===== src/rtl/instr_decode_stage_pkg.sv =====
// rtl/instr_decode_stage_pkg.sv - opcode and control-field encodings shared by ID and EX/MEM
package instr_decode_stage_pkg;

  localparam int DATA_W  = 32;
  localparam int REG_CNT = 32;
  localparam int ADDR_W  = $clog2(REG_CNT);

  localparam logic [5:0] OP_RTYPE = 6'h00;
  localparam logic [5:0] OP_LW    = 6'h23;
  localparam logic [5:0] OP_SW    = 6'h2B;
  localparam logic [5:0] OP_BEQ   = 6'h04;

  // EX = {RegDst, ALUOp[1:0], ALUSrc}
  localparam logic [3:0] CTRL_EX_RTYPE = 4'b1100;
  localparam logic [3:0] CTRL_EX_LW    = 4'b0001;
  localparam logic [3:0] CTRL_EX_SW    = 4'b0001;
  localparam logic [3:0] CTRL_EX_BEQ   = 4'b0010;
  localparam logic [3:0] CTRL_EX_NONE  = 4'b0000;

  // M = {Branch, MemRead, MemWrite}
  localparam logic [2:0] CTRL_M_RTYPE = 3'b000;
  localparam logic [2:0] CTRL_M_LW    = 3'b010;
  localparam logic [2:0] CTRL_M_SW    = 3'b001;
  localparam logic [2:0] CTRL_M_BEQ   = 3'b100;
  localparam logic [2:0] CTRL_M_NONE  = 3'b000;

  // WB = {RegWrite, MemtoReg}
  localparam logic [1:0] CTRL_WB_RTYPE = 2'b10;
  localparam logic [1:0] CTRL_WB_LW    = 2'b11;
  localparam logic [1:0] CTRL_WB_SW    = 2'b00;
  localparam logic [1:0] CTRL_WB_BEQ   = 2'b00;
  localparam logic [1:0] CTRL_WB_NONE  = 2'b00;

  typedef struct packed {
    logic [1:0] wb;
    logic [2:0] m;
    logic [3:0] ex;
  } ctrl_t;

  function automatic ctrl_t decode_ctrl(input logic [5:0] opcode);
    ctrl_t c;
    case (opcode)
      OP_RTYPE: c = '{wb: CTRL_WB_RTYPE, m: CTRL_M_RTYPE, ex: CTRL_EX_RTYPE};
      OP_LW:    c = '{wb: CTRL_WB_LW,    m: CTRL_M_LW,    ex: CTRL_EX_LW};
      OP_SW:    c = '{wb: CTRL_WB_SW,    m: CTRL_M_SW,    ex: CTRL_EX_SW};
      OP_BEQ:   c = '{wb: CTRL_WB_BEQ,   m: CTRL_M_BEQ,   ex: CTRL_EX_BEQ};
      default:  c = '{wb: CTRL_WB_NONE,  m: CTRL_M_NONE,  ex: CTRL_EX_NONE};
    endcase
    return c;
  endfunction

endpackage


===== src/rtl/instr_decode_stage_reg_file.sv =====
// rtl/instr_decode_stage_reg_file.sv - 2R/1W register file, $0 hardwired, write-through bypass
module instr_decode_stage_reg_file
  import instr_decode_stage_pkg::*;
(
  input  logic              clk,
  input  logic              rst,
  input  logic [ADDR_W-1:0] i_raddr1,
  input  logic [ADDR_W-1:0] i_raddr2,
  output logic [DATA_W-1:0] o_rdata1,
  output logic [DATA_W-1:0] o_rdata2,
  input  logic              i_we,
  input  logic [ADDR_W-1:0] i_waddr,
  input  logic [DATA_W-1:0] i_wdata
);

  logic [DATA_W-1:0] r_regs [REG_CNT];
  logic              w_wr_en;

  assign w_wr_en = i_we && (i_waddr != '0);

  always_ff @(posedge clk) begin
    if (rst) begin
      for (int i = 0; i < REG_CNT; i++) r_regs[i] <= '0;
    end else if (w_wr_en) begin
      r_regs[i_waddr] <= i_wdata;
    end
  end

  // A write landing this cycle is forwarded so ID sees the value WB is committing
  always_comb begin
    o_rdata1 = r_regs[i_raddr1];
    o_rdata2 = r_regs[i_raddr2];
    if (w_wr_en && (i_waddr == i_raddr1)) o_rdata1 = i_wdata;
    if (w_wr_en && (i_waddr == i_raddr2)) o_rdata2 = i_wdata;
    if (i_raddr1 == '0) o_rdata1 = '0;
    if (i_raddr2 == '0) o_rdata2 = '0;
  end

endmodule


===== src/rtl/instr_decode_stage.sv =====
// rtl/instr_decode_stage.sv - MIPS ID stage: control decode, register read, ID/EX latch
module instr_decode_stage
  import instr_decode_stage_pkg::*;
(
  input  logic              clk,
  input  logic              rst,
  input  logic [DATA_W-1:0] IF_ID_INSTR,
  input  logic [DATA_W-1:0] IF_ID_NPC,
  input  logic              id_flush,
  input  logic              MEM_WB_RegWrite,
  input  logic [ADDR_W-1:0] MEM_WB_WriteReg,
  input  logic [DATA_W-1:0] MEM_WB_WriteData,
  output logic [1:0]        ID_EX_WB,
  output logic [2:0]        ID_EX_M,
  output logic [3:0]        ID_EX_EX,
  output logic [DATA_W-1:0] ID_EX_NPC,
  output logic [DATA_W-1:0] ID_EX_RD1,
  output logic [DATA_W-1:0] ID_EX_RD2,
  output logic [DATA_W-1:0] ID_EX_SEXT,
  output logic [ADDR_W-1:0] ID_EX_RT,
  output logic [ADDR_W-1:0] ID_EX_RD
);

  logic [DATA_W-1:0] w_rd1;
  logic [DATA_W-1:0] w_rd2;
  ctrl_t             w_ctrl;

  instr_decode_stage_reg_file u_reg_file (
    .clk      (clk),
    .rst      (rst),
    .i_raddr1 (IF_ID_INSTR[25:21]),
    .i_raddr2 (IF_ID_INSTR[20:16]),
    .o_rdata1 (w_rd1),
    .o_rdata2 (w_rd2),
    .i_we     (MEM_WB_RegWrite),
    .i_waddr  (MEM_WB_WriteReg),
    .i_wdata  (MEM_WB_WriteData)
  );

  // A taken branch squashes only control; data fields are don't-care downstream
  always_comb begin
    w_ctrl = decode_ctrl(IF_ID_INSTR[31:26]);
    if (id_flush) w_ctrl = '0;
  end

  always_ff @(posedge clk) begin
    if (rst) begin
      ID_EX_WB   <= '0;
      ID_EX_M    <= '0;
      ID_EX_EX   <= '0;
      ID_EX_NPC  <= '0;
      ID_EX_RD1  <= '0;
      ID_EX_RD2  <= '0;
      ID_EX_SEXT <= '0;
      ID_EX_RT   <= '0;
      ID_EX_RD   <= '0;
    end else begin
      ID_EX_WB   <= w_ctrl.wb;
      ID_EX_M    <= w_ctrl.m;
      ID_EX_EX   <= w_ctrl.ex;
      ID_EX_NPC  <= IF_ID_NPC;
      ID_EX_RD1  <= w_rd1;
      ID_EX_RD2  <= w_rd2;
      ID_EX_SEXT <= {{16{IF_ID_INSTR[15]}}, IF_ID_INSTR[15:0]};
      ID_EX_RT   <= IF_ID_INSTR[20:16];
      ID_EX_RD   <= IF_ID_INSTR[15:11];
    end
  end

endmodule


===== config.mk =====
export PLATFORM = sky130hd
export DESIGN_NAME = instr_decode_stage
export DESIGN_NICKNAME = d
export VERILOG_FILES = /design/src/rtl/instr_decode_stage_pkg.sv /design/src/rtl/instr_decode_stage_reg_file.sv /design/src/rtl/instr_decode_stage.sv
export SDC_FILE = /design/constraint.sdc
export NUM_CORES = 2
export LEC_CHECK = 0
export ABC_AREA = 1
export BUFFER_PORTS_ARGS = -buffer_cell sky130_fd_sc_hd__clkbuf_2
export CORE_MARGIN = 3
export CORE_UTILIZATION = 50
export CTS_CLUSTER_DIAMETER = 120
export DETAILED_ROUTE_END_ITERATION = 12
export HOLD_SLACK_MARGIN = 0.12
export MAX_ROUTING_LAYER = met4
export PLACE_DENSITY = 0.67
export SETUP_SLACK_MARGIN = 0.3
export SLEW_MARGIN = 20
export SYNTH_ARGS = -nofsm -noshare
export SYNTH_HDL_FRONTEND = slang
export SYNTH_SLANG_ARGS = --single-unit

===== constraint.sdc =====
create_clock -name clk -period 5.1 [get_ports clk]
set_input_delay 0.255 -clock clk [delete_from_list [all_inputs] [get_ports clk]]
set_output_delay 0.255 -clock clk [all_outputs]
set_load 0.03 [all_outputs]

=== Word level (Yosys, flattened, before mapping) ===
Memories as Yosys holds them, arrays and structs flattened. A register that Yosys moved wholly into a read port is not among the register bits.
Cells that the tools add are included.

* Eq/ne operators: 3
* Mux-type cells: 9
* Reductions and logical operators: 9

{| class="wikitable"
|+ Operators with widths
! kind !! count
|-
| 9-bit case mux with 4 select lines || 1
|-
| 32-bit 2-to-1 mux || 1
|-
| 32-bit OR reduction || 1
|-
| 6-bit == test (second input constant) || 2
|-
| 5-bit logical NOT || 2
|-
| 6-bit by 3-bit == test with 1-bit output (second input constant) || 1
|-
| 6-bit logical NOT || 1
|-
| 1-bit 2-to-1 mux || 6
|-
| 2-bit OR reduction || 3
|-
| 5-bit 2-to-1 mux || 1
|-
| 5-bit nonzero test || 1
|-
| 1-bit logical AND || 1
|}

* Flip-flop bits (word level): 67
* Bits in writable memories: 1024
* Input port bits: 105
* Output and inout bits: 147
* Word-level logic and storage cells: 29
* Memories kept: 1

{| class="wikitable"
|+ Memory list
! memory !! words !! width !! rd ports !! clocked after memory_dff !! wr ports !! line !! text
|-
| u_reg_file.r_regs || 32 || 32 || 2 || 2 || 32 || instr_decode_stage_reg_file.sv:16 || <nowiki>logic [DATA_W-1:0] r_regs [REG_CNT];</nowiki>
|}

=== Depth between registers and ports, before layout ===
* Depth after elaboration: 7
* Mapped depth: 13
* Mapped depth without buffers: 9

=== Modules after synthesis ===
From an unflattened synthesis, not the netlist that was laid out.

* Cells, all modules: 7841
* Area total of the unflattened synthesis: 61843.1 um^2

{| class="wikitable"
|+ By module, submodules not included
! module !! times used !! cells an instance !! area each (um^2) !! seq. area each (um^2)
|-
| instr_decode_stage_reg_file || 1 || 7417 || 58108.2 || 30749.5
|-
| instr_decode_stage || 1 || 424 || 3734.8 || 2462.4
|}

=== Worst setup path after synthesis ===
OpenSTA, ideal clock, no wires.

* Path type: input to register
* Start point: in MEM_WB_WriteReg[0]
* End point: mem u_reg_file.r_regs[27][0], enable pin
* Library setup time: 0.389 ns
* Arrival: 1.988 ns
* Data required time: 4.711 ns
* Setup slack: 2.722 ns
* Stages: 8
* Path buffers: 2
* Path through: buf_2 nor2_1 nand2_1 nand2_2 nor4_1 nand3_1 buf_2 nand2_1

{| class="wikitable"
|+ RTL lines
! element !! line !! text
|-
| start, declared || instr_decode_stage.sv:11 || <nowiki>input logic [ADDR_W-1:0] MEM_WB_WriteReg,</nowiki>
|-
| end, declared || instr_decode_stage_reg_file.sv:16 ||
|}

==> results <==
- The flow ran to the end, and the final reports show no timing, DRC or antenna violations.
- The count of routing violations after the opening detailed-route iteration is 9534.
- The worst path arrival time is 3.42 ns.
- The first-pass GRT wire length is 361000 um.
- The total wirelength of the detailed-routed design is 248000 um.
- The total number of placement rows is 129.
- The layout cell share with drive strength beyond 1 is 8.23%.
- The slew at the pin closest to its max-slew limit is 1.12 ns.
- The top cell type by total area after synthesis is edfxtp_1.
- The count of different cell masters after synthesis is 31.
- The floorplan step defined a die boundary enclosing 130000 um^2.
- For this run, the detailed router's first-pass iteration total came to 7.
- In the synthesized netlist the dominant register cell turns out to be edfxtp_1.
- The pin count of the biggest net entering global routing is 175.
- In this run, post-CTS hold repair placed 61 buffers.
- In the final design database the tool counted between 8000 and 9000 nets.
- In this run the cell area of the synthesized design comes to 63000 um^2.
- The clock tree from TritonCTS is yes.
- The I/O pin total is 252.
- In this run the power density over the cells is 343 nW/um^2.
- Walking the worst path, the cells encountered are buf_4 -> nor2_1 -> nand2_2 -> nor2_1 -> nand2_1 -> buf_4 -> nand2_2 -> buf_4.
- The height of the die is 361 um.
- Summing all multi-input logic gate instances after layout gives 24000 um^2.
- The routability congestion estimate is a little under 1.
- The layout filler cell count is between 10000 and 15000.
- Setup repair after global routing left no endpoint under its margin.
- The via count of the first global-routing pass is between 50000 and 60000.
- The most common cell in the synthesized netlist is nand2_1.
- The endpoint class of the critical path is a register.
- Registers take 33200 um^2.
- The number of synthesis warnings is 0.
- After detailed routing, the average wire length per cell comes to 24.7 um.
- For this configuration, the core starts out at a cell density of 50.7%.
- The tightest hold path in the finished design has a slack of 0.142 ns.
- Of all nets on the critical path, the largest fanout is 33.
- Sequential cells were found to cover a little over half of the synthesized design area.
- The total count of max-transition violations in the final report is 0.
- From left edge to right edge, the die measures 361 um.
- In this run, post-CTS repair resized a total of 0 instances.
- The number of flip-flops and latches in the synthesized netlist is roughly 1100.
- The synthesized instance count is 8330.
- The number of failing hold endpoints at the final stage came to 0.
- Data on the critical path is required at its endpoint by 5.55 ns.
- For this run, the slowest stage of the critical path takes 0.72 ns.
- The normalized max-slew margin is 25.3%.
- The fmax is 337 MHz.
- The overall power consumption is approximately 24 mW.
- The smallest clock period supported by the final layout is computed as 2.97 ns.
- After clock tree synthesis, the setup repair step added 0 buffers.
- The number of nets with antenna violations after detailed routing is 0.
- The share of the clock period used by the worst path is 58.2%.
- The cell that appears most often on the critical path is buf_4.
- The worst setup path is launched from an input pin.
- The area of the core region is 124000 um^2.
- In the post-synthesis netlist, the biggest area contributors are edfxtp_1, nand2_1, nor2_1.
- The total global-route track usage is 38.5%.
- Port buffering added 251 buffers.
- Counting instances, the worst hold path has a depth of 4.
- The overall via count from detail_route is 59000.
- Setup violations remaining at the end of the flow were counted as 0.
- The initial antenna violation count is 9.
- Once detailed placement completed, the half-perimeter wirelength came to ~150000 um.
- The analysis attributes to cell leakage a power of between 30 and 40 nW.
- By count the netlist is led by nand2_1, nor2_1, nand3_1, edfxtp_1, inv_1.
- The clock tree skew after final layout is 0.0369 ns.
- The clock-pin transition on the worst setup and hold timing paths is 0.06 ns.
- The cell with the biggest individual delay on the critical path is nor2_1.
- In this run the biggest area consumer among cell types represents 48.8% of the synthesized area.
- In this run the clock root is driven by a clkbuf_16.
- Setup total negative slack on the finished layout was measured at 0 ns.
- After routing the design area is 69900 um^2.
- The placed cell area is 64900 um^2.
- The cell depth of the worst flop-to-flop path is 8.
- The longest clock path from root to sink contains 3 buffers.
- The fraction of registers with async set or reset after synthesis is 0%.
- The final routed DRC violation total is 0.
- The worst hold-check path type is in2reg.
- The number of max-capacitance violations reported is 0.
- CTS built an H-tree with a depth of 4.
- Counting flops with a built-in enable in the synthesized netlist gives roughly 1000.
- The largest voltage drop on the vdd net is 0.352 mV.
- The critical path class is in2reg.
- Averaged over all synthesized cells, the footprint is approximately 7.6 um^2.
- The area added between synthesis and finish is 11.0%.
- For the worst-skew pair, the clock arrives at the later sink with an insertion delay of between 0.7 and 0.8 ns.
- The overflow left after global routing is 0.
- The detailed-route vias per instance is just under 6.
- Clock tree synthesis inserted a total of ~130 buffers.
- Clock tree synthesis found a total of 1147 sinks.
stage by stage:
| stage | std cells | utilization, % | setup WS (ns) |
|---|---|---|---|
| 3_5_place_dp | 9747 | 52.3 | 1.61 |
| 2_1_floorplan | 8361 | - | 2.72 |
| 5_1_grt | 10100 | 56.2 | 2.18 |
| 3_3_place_gp | 9746 | 52.2 | 1.67 |
| 4_1_cts | 10100 | 56.2 | 2.40 |
| 6_report | 10100 | 56.2 | 2.13 |
power by group:
part | switching, mW | internal, mW | total [mW]
sequential | 0.306 | 10.8 | 11.1
clock | 4.01 | 5.62 | 9.63
combinational | 2.47 | 0.806 | 3.28
total | 6.79 | 17.2 | 24.0
worst max-delay path: cells and delay by family:
| kind | cells | cell delay [ns] |
|---|---|---|
| and+or+nand+nor | 5 | 2.34 |
| buffers and inverters | 3 | 0.80 |
final timing paths:
| check | startpoint | slack [ns] | end |
|---|---|---|---|
| worst max register to register | u_reg_file.r_regs[6][3] | 3.49 | ID_EX_RD1[3] |
| worst min register to register | u_reg_file.r_regs[16][30] | 0.83 | ID_EX_RD2[30] |
| worst min-delay path | MEM_WB_WriteData[6] | 0.14 | u_reg_file.r_regs[2][6] |
| worst max-delay path | rst | 2.13 | u_reg_file.r_regs[31][20] |
cells in the final DEF, fill, tap and decap left out, types with 2 or more instances in the layout:
cell / instances
nand2_1: 2667
nor2_1: 1589
nand3_1: 1093
edfxtp_1: 1024
inv_1: 764
clkbuf_2: 242
o21ai_0: 156
buf_4: 146
clkbuf_16: 135
dfxtp_1: 123
a21oi_1: 72
o211ai_1: 67
dlygate4sd3_1: 61
clkbuf_1: 32
conb_1: 32
a21oi_2: 28
nand2_2: 25
clkinv_2: 20
clkinv_1: 20
buf_12: 18
bufinv_16: 12
inv_6: 11
clkbuf_8: 10
diode_2: 9
nand2_4: 9
inv_2: 8
nor3_1: 8
nor2_4: 5
xnor2_1: 5
nor3_4: 3
inv_8: 3
nand4_1: 3
or2_2: 3
clkinvlp_4: 3
xor2_1: 2
clkinv_8: 2
buf_8: 2
buf_6: 2
cells by family after synthesis:
logic type                synth area share (%)
AOI/OAI and AO/OA                         3.01
xor gates and xnor gates                0.0974
buffers and inverters                     9.57
DFF                                       52.8
other                                  0.00596
and+or+nand+nor                           34.6
flip-flops by register name (all words and copies together) (netlist names):
register	count
ID_EX_RD2	32
ID_EX_M	1
ID_EX_RT	5
ID_EX_EX	3
u_reg_file.r_regs	1024
ID_EX_RD1	32
ID_EX_NPC	32
ID_EX_WB	2
ID_EX_SEXT	16
layout make-up:
class | instances | area share [%]
inverters | 778 | 4.22
repair buffers | 473 | 4.82
clock buffers | 176 | 5.18
flip-flops and latches | 1147 | 47.5
diodes | 9 | 0.0322
clock inverters | 66 | 0.970
well taps | 1637 | 2.93
multi-input cells | 5773 | 34.3
per-layer routing:
layer	global-route usage [%]	vias up	part of all wire [%]
met5	-	-	0
met1	49.4	27500	36
met2	55.3	4538	43
li1	-	26200	-
met4	23.4	0	6.9
met3	8.97	752	14
Power figures use the tool's default switching activity.
